`src/rtl/router_compute_mesh.sv`:
```
// Route-compute stage for one mesh router input: XY/YX dimension order, valid/ready flit
// handshake and per-packet route lock. Define ROUTE_DST_CHECK_EN to eject out-of-mesh heads locally.
//
// state  | meaning
// IDLE   | waiting for a head flit; a non-head flit here is an orphan
// LOCKED | mid-packet; body/tail flits reuse the locked route
module router_compute_mesh #(
    parameter int MESH_X      = 4,
    parameter int MESH_Y      = 2,
    parameter int X_W         = 2,
    parameter int Y_W         = 1,
    parameter int ROUTE_ORDER = 0
) (
    input  logic           clk,
    input  logic           rst_n,
    input  logic           en,
    input  logic [X_W-1:0] cur_x,
    input  logic [Y_W-1:0] cur_y,
    input  logic           in_valid,
    output logic           in_ready,
    input  logic           in_head,
    input  logic           in_tail,
    input  logic [X_W-1:0] dst_x,
    input  logic [Y_W-1:0] dst_y,
    output logic           out_valid,
    input  logic           out_ready,
    output logic [2:0]     port,
    output logic           out_head,
    output logic           out_tail,
    output logic           err
);

    localparam logic [2:0] P_LOCAL = 3'd0;
    localparam logic [2:0] P_EAST  = 3'd1;
    localparam logic [2:0] P_WEST  = 3'd2;
    localparam logic [2:0] P_NORTH = 3'd3;
    localparam logic [2:0] P_SOUTH = 3'd4;
    localparam logic [2:0] P_EMPTY = 3'd7;

    if (MESH_X < 2 || MESH_Y < 1 || (2**X_W) < MESH_X || (2**Y_W) < MESH_Y) begin : g_bad_params
        $error("router_compute_mesh: mesh dimensions do not fit the coordinate widths");
    end

    typedef enum logic {IDLE, LOCKED} state_t;

    state_t     state, state_next;
    logic [2:0] locked_port, locked_next;
    logic [2:0] x_port, y_port, route_port, head_port, fwd_port;
    logic       out_of_mesh, xfer_in, xfer_out, fwd, err_next;

    assign in_ready = en & (~out_valid | out_ready);
    assign xfer_in  = in_valid & in_ready;
    assign xfer_out = out_valid & out_ready;

    assign x_port = (dst_x > cur_x) ? P_EAST  : (dst_x < cur_x) ? P_WEST  : P_LOCAL;
    assign y_port = (dst_y > cur_y) ? P_NORTH : (dst_y < cur_y) ? P_SOUTH : P_LOCAL;
    assign route_port = (ROUTE_ORDER == 0) ? ((x_port != P_LOCAL) ? x_port : y_port)
                                           : ((y_port != P_LOCAL) ? y_port : x_port);

`ifdef ROUTE_DST_CHECK_EN
    assign out_of_mesh = (int'(dst_x) >= MESH_X) | (int'(dst_y) >= MESH_Y);
    assign head_port   = out_of_mesh ? P_LOCAL : route_port;
`else
    assign out_of_mesh = 1'b0;
    assign head_port   = route_port;
`endif

    // A head always (re)computes the route, even mid-packet, so a lost tail self-heals.
    always_comb begin
        state_next  = state;
        locked_next = locked_port;
        fwd         = 1'b0;
        fwd_port    = locked_port;
        err_next    = 1'b0;
        if (xfer_in) begin
            if (in_head) begin
                fwd         = 1'b1;
                fwd_port    = head_port;
                locked_next = head_port;
                state_next  = in_tail ? IDLE : LOCKED;
                err_next    = (state == LOCKED) | out_of_mesh;
            end else if (state == LOCKED) begin
                fwd = 1'b1;
                if (in_tail) begin
                    state_next  = IDLE;
                    locked_next = P_EMPTY;
                end
            end else begin
                err_next = 1'b1;
            end
        end
    end

    always_ff @(posedge clk or negedge rst_n) begin
        if (!rst_n) begin
            state       <= IDLE;
            locked_port <= P_EMPTY;
            out_valid   <= 1'b0;
            port        <= P_EMPTY;
            out_head    <= 1'b0;
            out_tail    <= 1'b0;
            err         <= 1'b0;
        end else begin
            err <= err_next;
            if (en) begin
                state       <= state_next;
                locked_port <= locked_next;
                if (fwd) begin
                    out_valid <= 1'b1;
                    port      <= fwd_port;
                    out_head  <= in_head;
                    out_tail  <= in_tail;
                end else if (xfer_out) begin
                    out_valid <= 1'b0;
                    port      <= P_EMPTY;
                end
            end
        end
    end

endmodule

```
`config.mk`:
```
export PLATFORM = sky130hd
export DESIGN_NAME = router_compute_mesh
export DESIGN_NICKNAME = d
export VERILOG_FILES = /design/src/rtl/router_compute_mesh.sv
export SDC_FILE = /design/constraint.sdc
export NUM_CORES = 1
export LEC_CHECK = 0
export CAP_MARGIN = 10
export CORE_MARGIN = 2
export CORE_UTILIZATION = 50
export CTS_BUF_LIST = sky130_fd_sc_hd__clkbuf_8
export DETAILED_ROUTE_END_ITERATION = 10
export PLACE_DENSITY = 0.95
export SYNTH_ARGS = -nofsm -noshare
export SYNTH_HDL_FRONTEND = slang
export SYNTH_SLANG_ARGS = --single-unit
export TNS_END_PERCENT = 50
```
`constraint.sdc`:
```
create_clock -name clk -period 4.6 [get_ports clk]
set_clock_uncertainty 0.2 [all_clocks]
set_input_delay 1.38 -clock clk [delete_from_list [all_inputs] [get_ports clk]]
set_output_delay 1.38 -clock clk [all_outputs]
set_load 0.05 [all_outputs]
```
==> results of run 1 <==
-- state kept, by name, summed over array words and instances (netlist names) --
signal,count
state,1
err,1
port,3
out_tail,1
locked_port,3
out_valid,1
out_head,1
-- worst max-delay path, delay by kind of cell --
family	cells	cell delay (ns)
simple gates	1	0.25
buf+inv	2	0.81
-- stage by stage --
stage                     instances  hold WS [ns]  instance area (sq um)  util, %  worst slack [ns]
after floorplan                  63         0.262                    658        -              1.04
after global placement           97         0.253                    882     69.5             0.613
after detailed placement         97         0.255                    882     69.5             0.592
after CTS                       101         0.264                    927     73.1             0.585
after global routing            101         0.274                    927     73.1             0.531
final                           101         0.260                    927     73.1             0.575
-- worst min path at each step --
stage	start	to	cells past startpoint
2_1_floorplan	locked_port[2]	locked_port[2]	2
3_3_place_gp	port[0]	port[0]	2
3_5_place_dp	port[2]	port[2]	2
4_1_cts	port[2]	port[2]	2
5_1_grt	port[2]	port[2]	2
6_report	port[2]	port[2]	2
-- cell families (layout without fill, tap and decap cells) --
logic type               after synthesis  after routing  share of synthesized area (%)
AO/OA/AOI/OAI                         15             15                           19.2
AND/OR/NAND/NOR                       20             20                           20.5
adder cells (fa/ha/maj)                3              3                           5.70
flip-flops                            11             11                           43.0
multiplexers                           2              2                           4.56
buffers and inverters                 12             35                           7.03
-- cell type report --
| class | instances | area share [%] |
|---|---|---|
| multi-input cells | 40 | 35.5 |
| flip-flops and latches | 11 | 30.5 |
| repair buffers | 20 | 22.7 |
| clock buffers | 3 | 4.45 |
| inverters | 11 | 4.45 |
| well taps | 15 | 2.02 |
| clock inverters | 1 | 0.405 |
-- report_power, final --
part / switching (mW) / internal (mW) / total, mW
registers: 0.0135 / 0.132 / 0.146
logic: 0.101 / 0.0700 / 0.171
clock network: 0.0389 / 0.0588 / 0.0977
total: 0.154 / 0.261 / 0.415
-- cells in the mapped netlist, drive strengths merged (2+ instances only) --
cell type	number
inv	11
dfstp	6
dfrtp	5
a22oi	3
ha	3
nand2	3
nor2b	3
and2	2
and4	2
mux2	2
nand2b	2
nor2	2
o2111ai	2
-- metal layers --
layer | routed length, um | GRT usage, % | vias up
met2 | 709 | 31.9 | 21
met5 | 0 | 0 | -
met4 | 25 | 13.3 | 0
met1 | 641 | 30.6 | 257
met3 | 81 | 8.33 | 4
li1 | - | - | 277
==> summary.md, run 1 <==
| Metric | Value |
|---|---|
| Outcome | finished, final reports clean |
| Total congestion overflow | 0 |
| Max Clk Rate | around 250 MHz |
| Setup TNS | 0 ns |
| Fin crit share | between 80% and 90% |
| GRT Util Overall | 23.1% |
| Initial antenna violation count | 0 |
| CTS resizes | 0 |
| Post-synth EDFFs | 0 |
| Most frequent cells in the layout | 19 x clkdlybuf4s50_1, 11 x inv_1, 6 x dfstp_2 |
| Crit path launch | en |
| CP Capture Type | output port |
| Top-level I/O count | 21 |
| Dpl hpwl | around 1.1 mm |
| DIE AREA | around 0.0016 sq mm |
| Routed Antenna Nets | 0 |
| Worst EP arrival | between 2 and 2.5 ns |
| Input/output buffers | 20 |
| Total power | approximately 0.41 mW |
| Library cells used by synthesis | 32 |
| Power density cells | between 400 and 500 mW/mm^2 |
| Unrepaired setup endpoints after global routing | false |
| Reg2reg path depth | 5 |
| Syn Area/Cell | roughly 10 sq um |
| First-pass GRT wire length | 2.33 mm |
| Via count | 559 |
| Die width | ~40 um |
| Mapped Cells | 63 |
| Cts bufs inserted | 3 |
| Area leader, netlist | dfstp_2 |
| Clk_lat worst skew | 0.24 ns |
| Initial Util | between 50% and 60% |
| FF+latch count, synth | 11 |
| Worst-Margin Slew | between 0.4 and 0.5 ns |
| Area growth from synthesis to layout | 40.9% |
| Hold buffers post-CTS | 0 |
| CTS Buffer Depth | 2 |
| Min-Delay Path Class | reg -> reg |
| Via density | ~5.5 |
| Core area | approximately 0.0013 sq mm |
| DRC violations left | 0 |
| Dominant cells by area after synthesis | dfstp_2 24%, dfrtp_1 19%, ha_1 5.7% |
| Filler instances | 84 |
| Root Driver | clkbuf_8 |
| Fraction of registers with async set/reset | 100% |
| R2R Path End | out_tail |
| Warnings from Yosys | 0 |
| Post-synth top area share | around a quarter |
| Drt wl/cell | about 14 um |
| # rows | 13 |
| Critical Path End | in_ready |
| Post-layout min period | slightly above 4 ns |
| Antenna cells | 0 |
| TritonCTS clock tree | yes |
| Peak VDD IR | 243 uV |
| Largest net degree at the start of global routing | 12 |
| Netlist Area Pre-Place | roughly 660 sq um |
| P_leak | 0.419 nW |
| Worst r2r src | state |
| Most common cell after layout, fill and taps aside | clkdlybuf4s50_1 |
| Worst-path maximum fanout | 11 |
| Fin nets | 103 |
| Max Cap Violations | 0 |
| TritonCTS Sinks | 11 |
| Htree depth | 1 |
| Vias in the first global route | 521 |
| Storage element area | around 280 sq um |
| Syn_nets | 79 |
| Layout cells sized above 1 | 20.9% |
| Area occupied by multi-input gates | approximately 330 sq um |
| Setup-failing EPs final | 0 |
| Main flop type after synthesis | dfstp_2 |
| Slew HR | 67.2% |
| Fin. max-slew vios | 0 |
| Critical Path, Cell by Cell | clkdlybuf4s50_1, and2_1, buf_12 |
| Final Hold Viols | 0 |
| Clock transition at the registers of the reported paths | 0.05 ns |
| Register area share after synthesis | a little over two fifths |
| Req. time, crit path | about 3.0 ns |
| CP max stage delay | between 0.6 and 0.7 ns |
| Reg-to-reg slack, setup | approximately 2.9 ns |
| First-pass detailed-route iteration total | 4 |
| Iteration-0 DRC Markers | 29 |
| Final WL | about 1.5 mm |
| Die height | 40.3 um |
| Kind of critical path | in -> out |
| Startpoint Class | primary input |
| Setup Buffers After CTS | 0 |
| Final Wtd Congestion | ~0.77 |
| Slowest-stage cell, CP | clkdlybuf4s50_1 |
Note: power is estimated with default switching activity, not from simulation.
==> run 2, diff against run 1 <==
--- a/config.mk
+++ b/config.mk
@@ -9,6 +9,7 @@
 export CORE_MARGIN = 2
 export CORE_UTILIZATION = 50
 export CTS_BUF_LIST = sky130_fd_sc_hd__clkbuf_8
+export CTS_CLUSTER_SIZE = 40
 export DETAILED_ROUTE_END_ITERATION = 10
 export PLACE_DENSITY = 0.95
 export SYNTH_ARGS = -nofsm -noshare
==> results of run 2 <==
The final DEF is identical to that of run 1; final timing and power are the same.
